==> src/rtl/alu.sv <==
// alu: single-cycle unsigned ALU with a 32-cycle shift-add multiplier feeding HI/LO.
module alu (
    input  logic        clk,
    input  logic        rst_n,
    input  logic [31:0] src1,
    input  logic [31:0] src2,
    input  logic [5:0]  funct,
    output logic [31:0] result,
    output logic        carry,
    output logic        busy
);
    localparam logic [5:0] F_ADDU  = 6'b001001;
    localparam logic [5:0] F_SUBU  = 6'b001010;
    localparam logic [5:0] F_SLTU  = 6'b001011;
    localparam logic [5:0] F_AND   = 6'b001100;
    localparam logic [5:0] F_OR    = 6'b001101;
    localparam logic [5:0] F_XOR   = 6'b001110;
    localparam logic [5:0] F_NOR   = 6'b001111;
    localparam logic [5:0] F_MFHI  = 6'b010000;
    localparam logic [5:0] F_MFLO  = 6'b010010;
    localparam logic [5:0] F_MULTU = 6'b011001;

    logic [31:0] result_q, result_d, hi_q, hi_d, lo_q, lo_d, mcand_q, mcand_d;
    logic        carry_q, carry_d, busy_q, busy_d;
    logic [4:0]  cnt_q, cnt_d;
    logic [32:0] sum, diff, step;

    assign sum  = {1'b0, src1} + {1'b0, src2};
    assign diff = {1'b0, src1} - {1'b0, src2};
    // LO starts as the multiplier and fills with product bits as it shifts right
    assign step = {1'b0, hi_q} + (lo_q[0] ? {1'b0, mcand_q} : 33'd0);

    always_comb begin
        result_d = result_q;
        carry_d  = carry_q;
        busy_d   = busy_q;
        cnt_d    = cnt_q;
        hi_d     = hi_q;
        lo_d     = lo_q;
        mcand_d  = mcand_q;
        if (busy_q) begin
            hi_d   = step[32:1];
            lo_d   = {step[0], lo_q[31:1]};
            cnt_d  = cnt_q + 5'd1;
            busy_d = cnt_q != 5'd31;
        end else begin
            carry_d = 1'b0;
            case (funct)
                F_ADDU:  begin result_d = sum[31:0]; carry_d = sum[32]; end
                F_SUBU:  begin result_d = diff[31:0]; carry_d = diff[32]; end
                F_SLTU:  result_d = {31'b0, diff[32]};
                F_AND:   result_d = src1 & src2;
                F_OR:    result_d = src1 | src2;
                F_XOR:   result_d = src1 ^ src2;
                F_NOR:   result_d = ~(src1 | src2);
                F_MFHI:  result_d = hi_q;
                F_MFLO:  result_d = lo_q;
                F_MULTU: begin
                    carry_d = carry_q;
                    busy_d  = 1'b1;
                    cnt_d   = 5'd0;
                    hi_d    = 32'd0;
                    lo_d    = src2;
                    mcand_d = src1;
                end
                default: result_d = 32'd0;
            endcase
        end
    end

    always_ff @(posedge clk or negedge rst_n) begin
        if (!rst_n) begin
            result_q <= 32'd0;
            carry_q  <= 1'b0;
            busy_q   <= 1'b0;
            cnt_q    <= 5'd0;
            hi_q     <= 32'd0;
            lo_q     <= 32'd0;
            mcand_q  <= 32'd0;
        end else begin
            result_q <= result_d;
            carry_q  <= carry_d;
            busy_q   <= busy_d;
            cnt_q    <= cnt_d;
            hi_q     <= hi_d;
            lo_q     <= lo_d;
            mcand_q  <= mcand_d;
        end
    end

    assign result = result_q;
    assign carry  = carry_q;
    assign busy   = busy_q;
endmodule

==> config.mk <==
export PLATFORM = sky130hd
export DESIGN_NAME = alu
export DESIGN_NICKNAME = d
export VERILOG_FILES = /design/src/rtl/alu.sv
export SDC_FILE = /design/constraint.sdc
export NUM_CORES = 1
export LEC_CHECK = 0
export CAP_MARGIN = 20
export CORE_ASPECT_RATIO = 0.6
export CORE_UTILIZATION = 29
export DETAILED_ROUTE_END_ITERATION = 8
export GPL_ROUTABILITY_DRIVEN = 0
export PLACE_DENSITY = 0.44
export SKIP_LAST_GASP = 1
export SLEW_MARGIN = 5
export SYNTH_ARGS = -nofsm -noshare
export SYNTH_HDL_FRONTEND = slang
export SYNTH_SLANG_ARGS = --single-unit
export TNS_END_PERCENT = 1
==> constraint.sdc <==
create_clock -name clk -period 4.8 [get_ports clk]
set_input_delay 0.96 -clock clk [delete_from_list [all_inputs] [get_ports clk]]
set_output_delay 0.96 -clock clk [all_outputs]
set_load 0.1 [all_outputs]
==> impl_summary.log, run 1 <==
[metrics] leakage component of the power: 6.90 nW
[metrics] share of layout cells above drive strength 1: 0.0919
[metrics] class of the tightest hold or removal check: register to register
[metrics] Mapped Cells: 1,629
[metrics] Clk Latency, worst-skew pair: 0.45 ns
[metrics] IR Drop Worst-Case VDD: 214 uV
[metrics] CTS HTree Levels: 4
[metrics] Clock Tree Buf Depth: 2
[metrics] Clock Pin Slew Worst Setup and Hold Paths: 0.07 ns
[metrics] Pre-antenna DRT Iters: 5
[metrics] Die Footprint: 45,700 um^2
[metrics] drt first-iter violations: 1,123
[metrics] Synth warnings: 0
[metrics] Critical Path Max Stage Delay: 0.52 ns
[metrics] Worst Max-Slew Pin Slew: 1.11 ns
[metrics] number of synthesized flops with an enable pin: 0
[metrics] Clock Skews: 0.0155 ns
[metrics] mean number of vias per cell: 5.48
[metrics] Setup Buffers After CTS: 0
[metrics] max-cap viol count: 0
[metrics] fraction of registers with async set/reset: 1.00
[metrics] required time of the critical path: 5.14 ns
[metrics] total non-filler cell area in the finished layout: 15,400 um^2
[metrics] Die Wd: 275 um
[metrics] top flip-flop cell by instance count after synthesis: dfrtp_1
[metrics] number of hold violations in the final report: 0
[metrics] cell-by-cell listing of the critical path: clkdlybuf4s50_1 > ha_1 > inv_1 > fa_1 > nand2b_1 > a21oi_2 > o21bai_2 > a21o_1 > o31ai_2 > a31oi_1 > o21ai_2 > a2111oi_1 > or4_1 > o311ai_2
[metrics] Layout fillers: 4,592
[metrics] post-route setup slack: 0.633 ns
[metrics] clock tree root buffer cell: clkbuf_16
[metrics] Synth area leaders: dfrtp_1 26%, ha_1 13%, a21oi_1 5.8%
[metrics] first-pass GRT wire length: 75,700 um
[metrics] starting utilization of the core area: 0.297
[metrics] outcome: complete, no violations
[metrics] CTS tree: done
[metrics] Min Clock Period, post-route: 4.17 ns
[metrics] CP max stage cell: clkdlybuf4s50_1
[metrics] number of nets produced by synthesis: 1,841
[metrics] start-to-end type of the worst setup path: primary input to register
[metrics] Synth Register Bits: 135
[metrics] worst path buffer plus inverter count: 2
[metrics] number of antenna violations at the first check in global routing: 0
[metrics] Avg Cell Area, Syn: 7.98 um^2
[metrics] sum of routed wire length over all layers: 49,900 um
[metrics] number of nets still failing antenna checks after routing: 0
[metrics] port bufs: 105
[metrics] detailed placement HPWL: 38,300 um
[metrics] DRC violation count after routing: 0
[metrics] pin count of the biggest net entering global routing: 84
[metrics] endpoint kind of the worst setup timing path: register
[metrics] Antenna diodes: 0
[metrics] setup repair after global routing missed its margin: false
[metrics] minimum hold slack: 0.466 ns
[metrics] share of the clock period used by the worst path after layout: 0.868
[metrics] cell area reported after detailed placement: 14,800 um^2
[metrics] post-detailed-route wirelength per cell: 21.7 um
[metrics] placeable core region: 43,800 um^2
[metrics] arrival time worst endpoint: 4.51 ns
[metrics] highest achievable clock rate: 0.240 GHz
[metrics] count leader, synth: a21oi_1
[metrics] Tot GR Track Use: 0.219
[metrics] Startpoint Class: primary input
[metrics] total number of vias: 12,600
[metrics] post-CTS sizing: 0
[metrics] area added between synthesis and finish: 18.6%
[metrics] Site Rows: 59
[metrics] Setup TNS: 0 ns
[metrics] number of top-level design ports: 106
[metrics] Setup violations, final: 0
[metrics] number of buffers added to fix hold violations after cts: 0
[metrics] number of library cell types mapped by synthesis: 90
[metrics] gate family responsible for the most delay along the worst path: compound AO/OA/AOI/OAI gates
[metrics] maximum fanout along the worst path: 3
[metrics] worst relative slew slack: 0.260
[metrics] number of nets in the layout: 1,919
[metrics] total standard cell area after synthesis: 13,000 um^2
[metrics] via count of the first global-routing pass: 12,100
[metrics] Synth top area share: 0.260
[metrics] reg-to-reg setup timing slack: 1.03 ns
[metrics] sum of overflow across all layers after global routing: 0
[metrics] cell type with the highest aggregate area in the netlist: dfrtp_1
[metrics] pre-CTS WS: 0.230 ns
[metrics] clock net sink count: 135
[metrics] Die Y: 166 um
[metrics] power per cell area: 384 nW/um^2
[metrics] Layout Utilization: 0.352
[metrics] sequential cell area fraction in the yosys report: 0.260
[metrics] most frequent cells after synthesis: 152 x a21oi_1, 149 x nand2_1, 145 x nor2_1
[metrics] final count of pins violating max slew: 0
[metrics] total clock buffers created by CTS: 17
## cell type report
type	count	area (um^2)	area share
inverter	110	415	0.0269
tap	579	724	0.0470
clock buffer	19	433	0.0281
multi-input combinational	1286	8840	0.573
sequential	135	3380	0.219
timing repair buffer	157	1480	0.0958
clock inverter	13	149	0.00966
## layer usage
layer,track usage,vias to the layer above,share of wire,wire [um]
met4,0.0483,0,0.017,846
met1,0.322,6133,0.49,24300
met3,0.0325,46,0.055,2720
met2,0.334,415,0.44,22000
li1,-,5998,-,-
met5,0,-,0,0
## cell families after synthesis
kind of cell,synth area share
muxes,0.0531
AOI/OAI and AO/OA,0.284
adders and majority gates,0.136
and+or+nand+nor,0.164
xor gates and xnor gates,0.0404
buffers and inverters,0.0626
DFF,0.260
## where the power goes
| group | switching (mW) | total (mW) | internal, mW |
|---|---|---|---|
| sequential | 0.324 | 1.83 | 1.51 |
| clock | 0.607 | 1.38 | 0.772 |
| combinational | 1.79 | 2.71 | 0.922 |
| total | 2.72 | 5.92 | 3.20 |
## placed cells by master, fill, tap and decap left out, drive strengths merged, types with 14 or more instances in the layout
cell type and count:
a211oi 28, a21o 35, a21oi 155, a22oi 29, a31oi 23, and2 39, buf 54, clkbuf 19
clkdlybuf4s50 103, dfrtp 135, ha 137, inv 113, mux2 32, mux2i 33, nand2 149, nand3 23
nor2 145, nor3 23, o21ai 135, o21bai 15, o22ai 21, o31ai 14, xnor2 46, xor2 14
## sequential cells by signal, indices dropped and copies added (netlist names)
signal   count
busy         1
carry        1
cnt_q        5
hi_q        32
lo_q        32
mcand_q     32
result      32
## through the flow
stage	total power, mW	std cells
floorplan	3.67	1629
global placement	4.54	2267
detailed placement	4.56	2267
CTS	5.97	2299
global route	6.31	2299
finish	5.92	2299
## path summary, 6_finish.rpt
check	start	to	cells past startpoint
min	result[3]	result[3]	2
max	src1[0]	carry	14
min in group asynchronous	rst_n	hi_q[5]	1
max in group asynchronous	rst_n	result[31]	2
max reg2reg	lo_q[0]	hi_q[27]	14
min reg2reg	result[3]	result[3]	2
## tightest hold or removal path: cells and delay by family (launching register included)
family,cells,cell delay [ns]
DFF,1,0.34
and+or+nand+nor,2,0.10
Power figures use the tool's default switching activity.
==> run 2: changes to the inputs <==
Settings changed: CORE_ASPECT_RATIO 0.6 to 1.1.
==> run 2 against run 1 <==
Against the previous run: wire length down 3.9%; global-route usage shrank 0.64 points; first-iteration DRC count down 6.3%; clock power is 3% higher; combinational power about the same; highest routed layer unchanged.
==> impl_summary.log, run 2 (synthesized netlist as in run 1, its figures left out) <==
[metrics] outcome: complete, no violations (unchanged)
[metrics] Setup TNS: 0 ns (unchanged)
[metrics] Critical Path Max Stage Delay: 0.54 ns (was 0.52 ns)
[metrics] total power of the final layout: 5.94 mW (was 5.92 mW)
[metrics] max-cap viol count: 0 (unchanged)
[metrics] number of cells in the design after placement: 2,274 (was 2,267)
[metrics] drt first-iter violations: 1,052 (was 1,123)
[metrics] most frequent cells in the layout: 152 x a21oi_1, 149 x nand2_1, 142 x nor2_1 (was 152 x a21oi_1, 148 x nand2_1, 142 x nor2_1)
[metrics] mean number of vias per cell: 5.32 (was 5.48)
[metrics] share of layout cells above drive strength 1: 0.0945 (was 0.0919)
[metrics] Pre-antenna DRT Iters: 5 (unchanged)
[metrics] worst relative slew slack: 0.330 (was 0.260)
[metrics] power share of the sequential group: 0.307 (was 0.309)
[metrics] Antenna diodes: 0 (unchanged)
[metrics] final cell count without fillers: 2,305 (was 2,299)
[metrics] Setup Buffers After CTS: 0 (unchanged)
[metrics] starting utilization of the core area: 0.293 (was 0.297)
[metrics] DRC violation count after routing: 0 (unchanged)
[metrics] Die Wd: 204 um (was 275 um)
[metrics] gate family responsible for the most delay along the worst path: compound AO/OA/AOI/OAI gates (unchanged)
[metrics] pin count of the biggest net entering global routing: 88 (was 84)
[metrics] cell area reported after detailed placement: 14,900 um^2 (was 14,800 um^2)
[metrics] Switching Power: 2.67 mW (was 2.72 mW)
[metrics] clock network fraction of design power: 0.240 (was 0.233)
[metrics] power per cell area: 384 nW/um^2 (about the same)
[metrics] Site Rows: 81 (was 59)
[metrics] number of hold violations in the final report: 0 (unchanged)
[metrics] first-pass GRT wire length: 73,300 um (was 75,700 um)
[metrics] total non-filler cell area in the finished layout: 15,500 um^2 (was 15,400 um^2)
[metrics] multi-input combinational cell area: 8840 um^2 (about the same)
[metrics] number of buffers added to fix hold violations after cts: 0 (unchanged)
[metrics] area added between synthesis and finish: 18.9% (was 18.6%)
[metrics] endpoint kind of the worst setup timing path: register (unchanged)
[metrics] clock net sink count: 135 (unchanged)
[metrics] Clock Skews: 0.00995 ns (was 0.0155 ns)
[metrics] via count of the first global-routing pass: 11,800 (was 12,100)
[metrics] leakage component of the power: 6.93 nW (was 6.90 nW)
[metrics] number of nets in the layout: 1,924 (was 1,919)
[metrics] Die Footprint: 45,700 um^2 (about the same)
[metrics] detailed placement HPWL: 37,500 um (was 38,300 um)
[metrics] Tot GR Track Use: 0.212 (was 0.219)
[metrics] switching part of the total power: 0.450 (was 0.459)
[metrics] clock tree root buffer cell: clkbuf_16 (unchanged)
[metrics] placeable core region: 44,400 um^2 (was 43,800 um^2)
[metrics] capture instance of the worst register-to-register path: hi_q[27] (unchanged)
[metrics] sum of routed wire length over all layers: 47,900 um (was 49,900 um)
[metrics] Clk Latency, worst-skew pair: 0.46 ns (was 0.45 ns)
[metrics] cell internal power dissipation: 3.26 mW (was 3.20 mW)
[metrics] class of the tightest hold or removal check: register to register (unchanged)
[metrics] post-detailed-route wirelength per cell: 20.8 um (was 21.7 um)
[metrics] sequential cell area: 3380 um^2 (unchanged)
[metrics] sum of overflow across all layers after global routing: 0 (unchanged)
[metrics] Setup violations, final: 0 (unchanged)
[metrics] reg-to-reg startpoint: lo_q[0] (unchanged)
[metrics] Clock Pin Slew Worst Setup and Hold Paths: 0.06 ns (was 0.07 ns)
[metrics] CTS HTree Levels: 4 (unchanged)
[metrics] Crit. path cell count: 14 (unchanged)
[metrics] Layout fillers: 4,639 (was 4,592)
[metrics] leading cell type in the layout, fill and taps excluded: a21oi_1 (unchanged)
[metrics] number of antenna violations at the first check in global routing: 0 (unchanged)
[metrics] IR Drop Worst-Case VDD: 188 uV (was 214 uV)
[metrics] share of the clock period used by the worst path after layout: 0.853 (was 0.868)
[metrics] Worst Max-Slew Pin Slew: 1.00 ns (was 1.11 ns)
[metrics] final count of pins violating max slew: 0 (unchanged)
[metrics] Gate power share: 0.453 (was 0.458)
[metrics] highest achievable clock rate: 0.244 GHz (was 0.240 GHz)
[metrics] start-to-end type of the worst setup path: primary input to register (unchanged)
[metrics] Min Clock Period, post-route: 4.10 ns (was 4.17 ns)
[metrics] number of top-level design ports: 106 (unchanged)
[metrics] total number of vias: 12,300 (was 12,600)
[metrics] setup repair after global routing missed its margin: false (unchanged)
[metrics] Die Y: 224 um (was 166 um)
[metrics] launch point of the worst path: src1[0] (unchanged)
[metrics] worst reg-to-reg path cell count: 14 (unchanged)
[metrics] port bufs: 105 (unchanged)
[metrics] worst path buffer plus inverter count: 2 (unchanged)
[metrics] post-CTS sizing: 0 (unchanged)
[metrics] CTS tree: done (unchanged)
[metrics] maximum fanout along the worst path: 5 (was 3)
[metrics] total clock buffers created by CTS: 17 (unchanged)
[metrics] Clock Tree Buf Depth: 2 (unchanged)
[metrics] CP max stage cell: clkdlybuf4s50_1 (unchanged)
[metrics] required time of the critical path: 5.13 ns (was 5.14 ns)
[metrics] Startpoint Class: primary input (unchanged)
[metrics] number of nets still failing antenna checks after routing: 0 (unchanged)
[metrics] cell-by-cell listing of the critical path: clkdlybuf4s50_1 > inv_1 > ha_1 > fa_1 > o21bai_1 > a21oi_2 > o31ai_2 > nand3_1 > nand2_1 > a41oi_2 > o311ai_1 > o21ai_2 > o31ai_1 > o311ai_2 (was clkdlybuf4s50_1 > ha_1 > inv_1 > fa_1 > nand2b_1 > a21oi_2 > o21bai_2 > a21o_1 > o31ai_2 > a31oi_1 > o21ai_2 > a2111oi_1 > or4_1 > o311ai_2)
[metrics] arrival time worst endpoint: 4.42 ns (was 4.51 ns)
[metrics] capturing instance or port of the critical path: carry (unchanged)
[metrics] reg-to-reg setup timing slack: 1.17 ns (was 1.03 ns)
[run 2: changes by cell type in the layout (fill, tap and decap cells not counted), moves of 2 or more]
| cell | previous run | this run |
|---|---|---|
| buf_12 | 3 | 1 |
| clkbuf_1 | 2 | 0 |
| clkinv_4 | 4 | 2 |
| buf_4 | 50 | 57 |
[run 2: how the worst min path moves through the flow]
stage	startpoint	to	slack [ns]	cells past startpoint
after global placement	result[11]	result[11]	0.46	2
final	result[11]	result[11]	0.47	2
after CTS	result[11]	result[11]	0.47	2
after global routing	result[11]	result[11]	0.51	2
after detailed placement	result[11]	result[11]	0.46	2
after floorplan	hi_q[19]	hi_q[19]	0.47	2
[run 2: power by group through the flow]
| stage | Clock [mW] | Sequential [mW] | Combinational (mW) |
|---|---|---|---|
| 2_1_floorplan | 0 | 2.22 | 1.45 |
| 3_3_place_gp | 0 | 1.83 | 2.67 |
| 3_5_place_dp | 0 | 1.84 | 2.68 |
| 4_1_cts | 1.46 | 1.82 | 2.69 |
| 5_1_grt | 1.50 | 1.88 | 2.94 |
| 6_report | 1.42 | 1.82 | 2.69 |
[run 2: area by class of cell]
type,count,share of cell area
Clock buffer,18,0.0284
Clock inverter,13,0.0110
Inverter,110,0.0269
Multi-Input combinational cell,1286,0.572
Sequential cell,135,0.219
Tap cell,581,0.0470
Timing Repair Buffer,162,0.0964
[run 2: metal layers]
layer	GRT usage	wire, um
met2	0.315	20600
met3	0.0276	2010
met5	0	0
met4	0.0498	737
met1	0.321	24600
[run 2: worst reg2reg max path, stage by stage, from the launching register on]
cell and delay [ns]:
dfrtp_1 0.57, and2_1 0.19, ha_1 0.21, inv_1 0.07
fa_1 0.43, nor2b_1 0.15, o21ai_1 0.09, a21boi_1 0.31
o311ai_1 0.24, a21oi_1 0.26, a21boi_1 0.17, o21ai_0 0.38
a31oi_1 0.17, xor2_1 0.17, o21ai_0 0.16
[run 2: per-stage QoR]
step                      setup WS, ns   util  hold WS [ns]
after detailed placement         0.251  0.335         0.460
after CTS                        0.741  0.348         0.474
after floorplan                   1.34      -         0.471
after global placement           0.261  0.335         0.459
after global routing             0.463  0.348         0.511
final                            0.704  0.348         0.465
==> run 3: changes to the inputs <==
Clock period 4.8 ns to 4.3 ns, I/O delays scaled along.
==> run 3 against run 2 <==
Against the previous run: combinational power rose by 13%; cell count increased by 2.0%; critical path depth rose by 1; die area stayed put; power up 15%; register-to-register slack got worse by 0.25 ns; non-clock buffer count is 45 higher; clock power grew 23%; worst hold slack worse by 0.074 ns.
==> impl_summary.log, run 3 (synthesized netlist as in run 1, its figures left out) <==
[metrics] highest achievable clock rate: 0.254 GHz
[metrics] post-CTS sizing: 0 (unchanged)
[metrics] number of buffers added to fix hold violations after cts: 0 (unchanged)
[metrics] Die Y: 224 um (unchanged)
[metrics] DRC violation count after routing: 0 (unchanged)
[metrics] start-to-end type of the worst setup path: primary input to register (unchanged)
[metrics] number of top-level design ports: 106 (unchanged)
[metrics] Min Clock Period, post-route: 3.93 ns
[metrics] mean number of vias per cell: 5.25 (was 5.32)
[metrics] Clock Skews: 0.0110 ns (was 0.00995 ns)
[metrics] number of antenna violations at the first check in global routing: 0 (unchanged)
[metrics] area added between synthesis and finish: 22.1% (was 18.9%)
[metrics] Tot GR Track Use: 0.213 (was 0.212)
[metrics] Layout fillers: 4,623 (was 4,639)
[metrics] worst path buffer plus inverter count: 3 (was 2)
[metrics] maximum fanout along the worst path: 5 (unchanged)
[metrics] drt first-iter violations: 1,261 (was 1,052)
[metrics] first-pass GRT wire length: 73,200 um (was 73,300 um)
[metrics] Antenna diodes: 0 (unchanged)
[metrics] required time of the critical path: 4.68 ns (was 5.13 ns)
[metrics] placeable core region: 44,400 um^2 (unchanged)
[metrics] cell-by-cell listing of the critical path: clkdlybuf4s50_1 > inv_1 > ha_1 > fa_1 > o21bai_1 > a21oi_2 > o31ai_2 > nand3_1 > nand2_1 > a41oi_2 > o311ai_1 > o21ai_2 > buf_4 > o221a_2 > a211oi_2 (was clkdlybuf4s50_1 > inv_1 > ha_1 > fa_1 > o21bai_1 > a21oi_2 > o31ai_2 > nand3_1 > nand2_1 > a41oi_2 > o311ai_1 > o21ai_2 > o31ai_1 > o311ai_2)
[metrics] leading cell type in the layout, fill and taps excluded: a21oi_1 (unchanged)
[metrics] arrival time worst endpoint: 4.31 ns (was 4.42 ns)
[metrics] total clock buffers created by CTS: 17 (unchanged)
[metrics] CP max stage cell: clkdlybuf4s50_1 (unchanged)
[metrics] Clock Pin Slew Worst Setup and Hold Paths: 0.07 ns (was 0.06 ns)
[metrics] post-detailed-route wirelength per cell: 20.4 um (was 20.8 um)
[metrics] Setup violations, final: 0 (unchanged)
[metrics] class of the tightest hold or removal check: primary input to async pin (was register to register)
[metrics] setup repair after global routing missed its margin: false (unchanged)
[metrics] final cell count without fillers: 2,351 (was 2,305)
[metrics] CTS HTree Levels: 4 (unchanged)
[metrics] clock net sink count: 135 (unchanged)
[metrics] launch point of the worst path: src1[0] (unchanged)
[metrics] Clk Latency, worst-skew pair: 0.46 ns (about the same)
[metrics] total non-filler cell area in the finished layout: 15,900 um^2 (was 15,500 um^2)
[metrics] clock tree root buffer cell: clkbuf_16 (unchanged)
[metrics] Die Footprint: 45,700 um^2 (unchanged)
[metrics] reg-to-reg setup timing slack: 0.92 ns (was 1.17 ns)
[metrics] cell area reported after detailed placement: 15,200 um^2 (was 14,900 um^2)
[metrics] number of cells in the design after placement: 2,319 (was 2,274)
[metrics] CTS tree: done (unchanged)
[metrics] endpoint kind of the worst setup timing path: register (unchanged)
[metrics] worst relative slew slack: 0.324 (was 0.330)
[metrics] max-cap viol count: 0 (unchanged)
[metrics] sum of overflow across all layers after global routing: 0 (unchanged)
[metrics] power per cell area: 429 nW/um^2 (was 384 nW/um^2)
[metrics] Site Rows: 81 (unchanged)
[metrics] pin count of the biggest net entering global routing: 79 (was 88)
[metrics] share of the clock period used by the worst path after layout: 0.915
[metrics] number of hold violations in the final report: 0 (unchanged)
[metrics] Pre-antenna DRT Iters: 6 (was 5)
[metrics] number of nets still failing antenna checks after routing: 0 (unchanged)
[metrics] via count of the first global-routing pass: 11,900 (was 11,800)
[metrics] number of nets in the layout: 1,969 (was 1,924)
[metrics] detailed placement HPWL: 37,700 um (was 37,500 um)
[metrics] Clock Tree Buf Depth: 2 (unchanged)
[metrics] starting utilization of the core area: 0.293 (unchanged)
[metrics] Critical Path Max Stage Delay: 0.49 ns (was 0.54 ns)
[metrics] gate family responsible for the most delay along the worst path: compound AO/OA/AOI/OAI gates (unchanged)
[metrics] IR Drop Worst-Case VDD: 230 uV (was 188 uV)
[metrics] share of layout cells above drive strength 1: 0.117 (was 0.0945)
[metrics] port bufs: 105 (unchanged)
[metrics] minimum hold slack: 0.391 ns (was 0.465 ns)
[metrics] reg-to-reg startpoint: lo_q[0] (unchanged)
[metrics] total number of vias: 12,400 (was 12,300)
[metrics] Startpoint Class: primary input (unchanged)
[metrics] most frequent cells in the layout: 152 x a21oi_1, 149 x nand2_1, 142 x nor2_1 (unchanged)
[metrics] final count of pins violating max slew: 0 (unchanged)
[metrics] Worst Max-Slew Pin Slew: 1.01 ns (was 1.00 ns)
[metrics] Die Wd: 204 um (unchanged)
[metrics] sum of routed wire length over all layers: 47,900 um (about the same)
[metrics] Setup TNS: 0 ns (unchanged)
[metrics] total power of the final layout: 6.82 mW (was 5.94 mW)
[metrics] Setup Buffers After CTS: 0 (unchanged)
[metrics] leakage component of the power: 7.19 nW (was 6.93 nW)
[metrics] outcome: complete, no violations (unchanged)
-- run 3: cell types whose count changed in the layout (fill, tap and decap cells not counted), sizes merged --
cell      before  now
buf           59  104
bufinv         3    6
clkbuf        18   19
clkinv         3    2
clkinvlp       3    1
-- run 3: final cells by class --
| cell class | count | area (um^2) | area share |
|---|---|---|---|
| clock buffers | 19 | 433 | 0.0272 |
| inverters | 110 | 415 | 0.0261 |
| well taps | 581 | 727 | 0.0458 |
| repair buffers | 207 | 1850 | 0.117 |
| clock inverters | 13 | 240 | 0.0151 |
| multi-input cells | 1286 | 8840 | 0.556 |
| flip-flops and latches | 135 | 3380 | 0.213 |
-- run 3: per-layer routing --
metal,vias up,routed length [um],GRT usage
met5,-,0,0
met4,0,1240,0.0758
met3,58,1800,0.0224
met2,337,20000,0.305
met1,5871,24900,0.323
li1,6088,-,-
-- run 3: power breakdown --
part	switching [mW]	total (mW)	internal, mW
Clock	0.650	1.75	1.10
Combinational	1.97	3.04	1.07
Sequential	0.354	2.03	1.68
Total	2.97	6.82	3.84
-- run 3: final timing paths --
| kind | endpoint | depth (start not counted) |
|---|---|---|
| worst max-delay path | result[28] | 15 |
| worst min-delay path | result[25] | 1 |
| worst max register to register | hi_q[30] | 13 |
| worst min register to register | result[17] | 2 |
| max in group asynchronous | hi_q[10] | 2 |
| min in group clk | result[17] | 2 |
-- run 3: per-stage QoR --
step	setup WS (ns)	utilization
6_report	0.367	0.358
5_1_grt	0.189	0.358
4_1_cts	0.406	0.358
3_5_place_dp	-0.0969	0.343
3_3_place_gp	-0.0620	0.343
2_1_floorplan	0.940	-
